<file path="src/rtl/ram_sync_clr.sv">
// Synchronous single-port RAM with valid/ready access, a one-cycle ack and a hardware zero-fill sequencer.
// Defining RAM_PARITY_EN adds a stored parity bit per word and a parity_err flag on reads.
module ram_sync_clr #(
  parameter int DATA_W = 12,
  parameter int ADDR_W = 8
) (
  input  logic              clk,
  input  logic              reset_n,
  input  logic              clr,
  input  logic              req,
  input  logic              we,
  input  logic [ADDR_W-1:0] addr,
  input  logic [DATA_W-1:0] wdata,
  input  logic              perr_inject,
  output logic              ready,
  output logic              ack,
  output logic [DATA_W-1:0] rdata,
  output logic              clearing,
  output logic              parity_err
);

`ifdef RAM_PARITY_EN
  localparam int MEM_W = DATA_W + 1;
`else
  localparam int MEM_W = DATA_W;
`endif
  localparam int DEPTH = 2 ** ADDR_W;
  localparam logic [ADDR_W-1:0] LAST_ADDR = '1;

  typedef enum logic {CLEAR, RUN} state_e;

  state_e            state_q, state_d;
  logic [ADDR_W-1:0] cnt_q, cnt_d;
  logic              ack_q, ack_d;
  logic [DATA_W-1:0] rdata_q, rdata_d;
  logic [MEM_W-1:0]  mem_q [DEPTH];

  logic              accept;
  logic              mem_we;
  logic [ADDR_W-1:0] mem_waddr;
  logic [MEM_W-1:0]  mem_wdata;
  logic [MEM_W-1:0]  mem_rword;
  logic [MEM_W-1:0]  write_word;

  // clr blocks acceptance combinationally so the restart edge never mixes with a user access
  assign ready     = (state_q == RUN) && !clr;
  assign accept    = req && ready;
  assign clearing  = (state_q == CLEAR);
  assign ack       = ack_q;
  assign rdata     = rdata_q;
  assign mem_rword = mem_q[addr];

`ifdef RAM_PARITY_EN
  assign write_word = {(^wdata) ^ perr_inject, wdata};
`else
  assign write_word = wdata;
`endif

  always_comb begin
    state_d = state_q;
    cnt_d   = cnt_q;
    ack_d   = accept;
    rdata_d = rdata_q;
    case (state_q)
      CLEAR: begin
        if (clr) begin
          cnt_d = '0;
        end else if (cnt_q == LAST_ADDR) begin
          state_d = RUN;
          cnt_d   = '0;
        end else begin
          cnt_d = cnt_q + ADDR_W'(1);
        end
      end
      RUN: begin
        if (clr) begin
          state_d = CLEAR;
          cnt_d   = '0;
        end
      end
      default: state_d = CLEAR;
    endcase
    if (accept && !we) begin
      rdata_d = mem_rword[DATA_W-1:0];
    end
  end

  // The fill sequencer owns the write port while clearing; zero data also means zero parity
  always_comb begin
    mem_we    = 1'b0;
    mem_waddr = addr;
    mem_wdata = '0;
    if (state_q == CLEAR) begin
      mem_we    = 1'b1;
      mem_waddr = cnt_q;
    end else if (accept && we) begin
      mem_we    = 1'b1;
      mem_wdata = write_word;
    end
  end

  always_ff @(posedge clk) begin
    if (mem_we) begin
      mem_q[mem_waddr] <= mem_wdata;
    end
  end

  always_ff @(posedge clk or negedge reset_n) begin
    if (!reset_n) begin
      state_q <= CLEAR;
      cnt_q   <= '0;
      ack_q   <= 1'b0;
      rdata_q <= '0;
    end else begin
      state_q <= state_d;
      cnt_q   <= cnt_d;
      ack_q   <= ack_d;
      rdata_q <= rdata_d;
    end
  end

`ifdef RAM_PARITY_EN
  logic parity_err_q, parity_err_d;

  // XOR over the whole stored word equals stored parity bit XOR recomputed data parity
  assign parity_err_d = accept && !we && (^mem_rword);
  assign parity_err   = parity_err_q;

  always_ff @(posedge clk or negedge reset_n) begin
    if (!reset_n) begin
      parity_err_q <= 1'b0;
    end else begin
      parity_err_q <= parity_err_d;
    end
  end
`else
  logic unused_perr_inject;

  assign unused_perr_inject = perr_inject;
  assign parity_err         = 1'b0;
`endif

endmodule

</file>
<file path="config.mk">
export PLATFORM = sky130hd
export DESIGN_NAME = ram_sync_clr
export DESIGN_NICKNAME = d
export VERILOG_FILES = /design/src/rtl/ram_sync_clr.sv
export SDC_FILE = /design/constraint.sdc
export NUM_CORES = 2
export LEC_CHECK = 0
export CAP_MARGIN = 5
export CORE_MARGIN = 3
export CORE_UTILIZATION = 35
export CTS_BUF_LIST = sky130_fd_sc_hd__clkbuf_8
export CTS_CLUSTER_DIAMETER = 150
export DETAILED_ROUTE_END_ITERATION = 8
export PLACE_DENSITY = 0.5
export SKIP_LAST_GASP = 1
export SLEW_MARGIN = 15
export SYNTH_ARGS = -nofsm -noshare
export SYNTH_HDL_FRONTEND = slang
export SYNTH_SLANG_ARGS = --single-unit
export TNS_END_PERCENT = 100
</file>
<file path="constraint.sdc">
create_clock -name clk -period 16.85 [get_ports clk]
set_input_delay 5.055 -clock clk [delete_from_list [all_inputs] [get_ports clk]]
set_output_delay 5.055 -clock clk [all_outputs]
set_load 0.01 [all_outputs]
</file>
==> results.toml <==
[status]
status = "finished, final reports clean"

[route]
drc = 0
routed_via_density = 5.44
antenna_left = 0
vias = 61400
post_drt_wl_per_cell_um = 31.3
first_pass_iters = 5
drt-total-wl_um = 353000
drtIter0Drc = 6003

[setup_path]
crit_top_cell = "clkdlybuf4s50_1"
criticalPathCategory = "in2out"
reg2regPathDepth = 9
end_kind = "primary output"
worst-path-max-fanout = 8
r2r_start = "state_q$_DFF_PN0_"
regToRegEndpoint = "mem_q[240][5]$_DFFE_PP_"
cpMaxStageDelayCell = "clkdlybuf4s50_1"
regToRegSetupSlack_ns = 11.72
cp_data_arrival_time_ns = 6.56
endpoint = "ready"
max_stage_delay_ns = 0.56
startpoint_type = "input pin"
crit_chain = "clkdlybuf4s50_1 -> nor2b_1 -> buf_4 -> clkdlybuf4s50_1"
critical_path_required_ns = 11.79
startpoint = "clr"

[die]
die-area_um2 = 350000
die_w_um = 592
rows = 214
ioPinCount = 42
initial_core_util_pct = 35.2
fp.coreArea_um2 = 341000
die_y_um = 592

[timing]
relSlewSlack_pct = 11.1
fin_crit_sh_pct = 68.9
fmax_ghz = 0.0861
setup_ws_ns = 5.23
drv_slew = 0
final.min_clock_period_ns = 11.62
grt_setup_unrepaired = "false"
clock_skew_ns = 0.0414
tightest_slew_ns = 1.33
setup_violations = 0
final-hold-violation-count = 0
fin_tns_setup_ns = 0

[yosys]
ys_seq_elements = 3094
synthTopCellsByArea = "edfxtp_1 (77%), mux4_2 (10%), mux2i_1 (3.8%)"
async_flop_share_pct = 0.711
avgSynthCellArea_um2 = 20.7
ys_warn_count = 0
syn_inst = 5790
synth_ff_type = "edfxtp_1"
yosysTopAreaCell = "edfxtp_1"
synth_area_um2 = 120000
yosysUniqueCellTypes = 68
synth_edf_count = 3072
yosysTopAreaCellShare_pct = 76.8
synth_nets = 5817
ys_seq_area_share_pct = 77.3

[job]
maxCapViolations = 0

[clocking]
cts_made_buffers = 520
cts_tree = "yes"
root_buffer = "clkbuf_8"
cts_resized = 0
clock_path_buffers = 4
postCtsSetupRepairBufs = 0
cts_hold_buf = 0
insertion_delay_ns = 1.15
path_clk_slew_ns = 0.06
clock_sinks = 3094
h-tree-depth = 6

[cells_and_area]
drive_gt1_share_pct = 23.9
multiInputGateArea_um2 = 25200
nFillCells = 30500
seqCellArea_um2 = 92800
nets = 6401
syn_to_final_growth_pct = 13.3
design_area_um2 = 136000

[global_routing]
grt_overflow_total = 0
grt_pass1_vias = 62400
grt_pass1_wl_um = 491000
antenna_found_initial = 25
gr-usage-all-layers_pct = 19.9
grt_max_degree = 205

[power_and_ir_drop]
p_per_area_nw_per_um2 = 109
ir_drop_mv = 0.0799
p_leak_nw = 50.4

[place]
dp_hpwl_um = 213000
placed_cell_area_um2 = 127000
dpl_worst_slack_ns = 5.23
portBuffers = 39
gp_congestion = 0.805

[min_path]
min_path_type = "reg2reg"
## registers in the layout (all words and copies together), names as in the netlist
signal and cells:
rdata 12, mem_q 3072, ack 1, state_q 1
cnt_q 8
## Yosys cell counts (3+ instances only)
library cell / number
edfxtp_1: 3072
buf_2: 93
mux4_1: 28
nand2b_1: 17
o221ai_1: 98
or2_2: 14
dfrtp_1: 22
a22oi_1: 114
nand4_1: 9
a211o_1: 9
o22ai_1: 149
nor3_1: 41
nor2b_1: 5
buf_12: 12
and3_1: 6
buf_4: 22
o2111ai_1: 4
nor2_1: 304
a221oi_1: 3
clkbuf_1: 130
a22o_1: 7
o31ai_1: 4
nand3_1: 33
buf_8: 13
or3b_2: 3
and2_1: 21
mux2i_1: 459
nand2_1: 162
a31oi_1: 31
a211oi_1: 75
or3_1: 3
inv_1: 5
buf_6: 68
mux4_2: 534
a2111oi_0: 11
a21oi_1: 81
o21ai_0: 50
nand3b_1: 4
a221o_1: 9
a32oi_1: 4
a32o_1: 4
nor4_1: 9
buf_1: 11
## worst max-delay path: cells and delay by family
kind,cells,cell delay (ns)
buffers and inverters,3,1.33
and+or+nand+nor,1,0.16
## layout by cell type, fill, tap and decap left out, types with 31 or more instances in the layout
cell type / n
edfxtp_1: 3072
clkbuf_8: 535
mux4_2: 534
mux2i_1: 459
buf_4: 356
nor2_1: 266
inv_1: 190
nand2_1: 160
o22ai_1: 149
a22oi_1: 114
o221ai_1: 98
clkinv_1: 95
a21oi_1: 81
a211oi_1: 75
o21ai_0: 48
nor3_1: 35
nor2_2: 34
clkdlybuf4s50_1: 33
nand3_1: 31
## metrics by stage
step / total power (W) / hold slack, ns / util (%) / cells
after floorplan: 0.00881 / 0.517 / - / 5790
after global placement: 0.00902 / 0.603 / 37.3 / 10400
after detailed placement: 0.00902 / 0.597 / 37.3 / 10400
after CTS: 0.0150 / 0.611 / 39.9 / 11300
after global routing: 0.0154 / 0.666 / 39.9 / 11300
final: 0.0148 / 0.634 / 39.9 / 11300
## power by group
part           total [W]  switching (W)  internal (W)
clock            0.00599        0.00302       0.00297
combinational   0.000500       0.000345      0.000155
sequential       0.00836     0.00000872       0.00835
## metal layers
layer  part of all wire (%)  GRT usage [%]  vias up
met5                      0              0        -
met2                     48           31.8     2369
li1                       -              -    25400
met4                    3.4           6.60        0
met3                    7.0           3.63      527
met1                     42           27.5    33100
## worst min-delay path by stage
stage	startpoint	to	slack (ns)	cells past startpoint
floorplan	rdata[9]$_DFFE_PN0P_	rdata[9]$_DFFE_PN0P_	0.52	2
global placement	cnt_q[7]$_DFFE_PN0P_	cnt_q[7]$_DFFE_PN0P_	0.60	2
detailed placement	cnt_q[7]$_DFFE_PN0P_	cnt_q[7]$_DFFE_PN0P_	0.60	2
CTS	cnt_q[7]$_DFFE_PN0P_	cnt_q[7]$_DFFE_PN0P_	0.61	2
global route	cnt_q[7]$_DFFE_PN0P_	cnt_q[7]$_DFFE_PN0P_	0.67	2
finish	cnt_q[7]$_DFFE_PN0P_	cnt_q[7]$_DFFE_PN0P_	0.63	2
## cell type report
cell class,instances,share of cell area [%]
multi-input cells,2339,18.5
well taps,4536,4.17
diodes,8,0.0147
inverters,8,0.0257
clock buffers,534,5.40
repair buffers,411,2.52
clock inverters,350,1.23
flip-flops and latches,3094,68.2
## logic make-up after synthesis
group           after synthesis  synth area share [%]
compound gates              670                  3.94
xor+xnor                      4                0.0292
fa+ha+maj                     1                0.0104
buf+inv                     357                  1.99
flops                      3094                  77.3
mux                        1021                  14.4
other cells                   1               0.00312
simple gates                642                  2.33
Note: power is estimated with default switching activity, not from simulation.
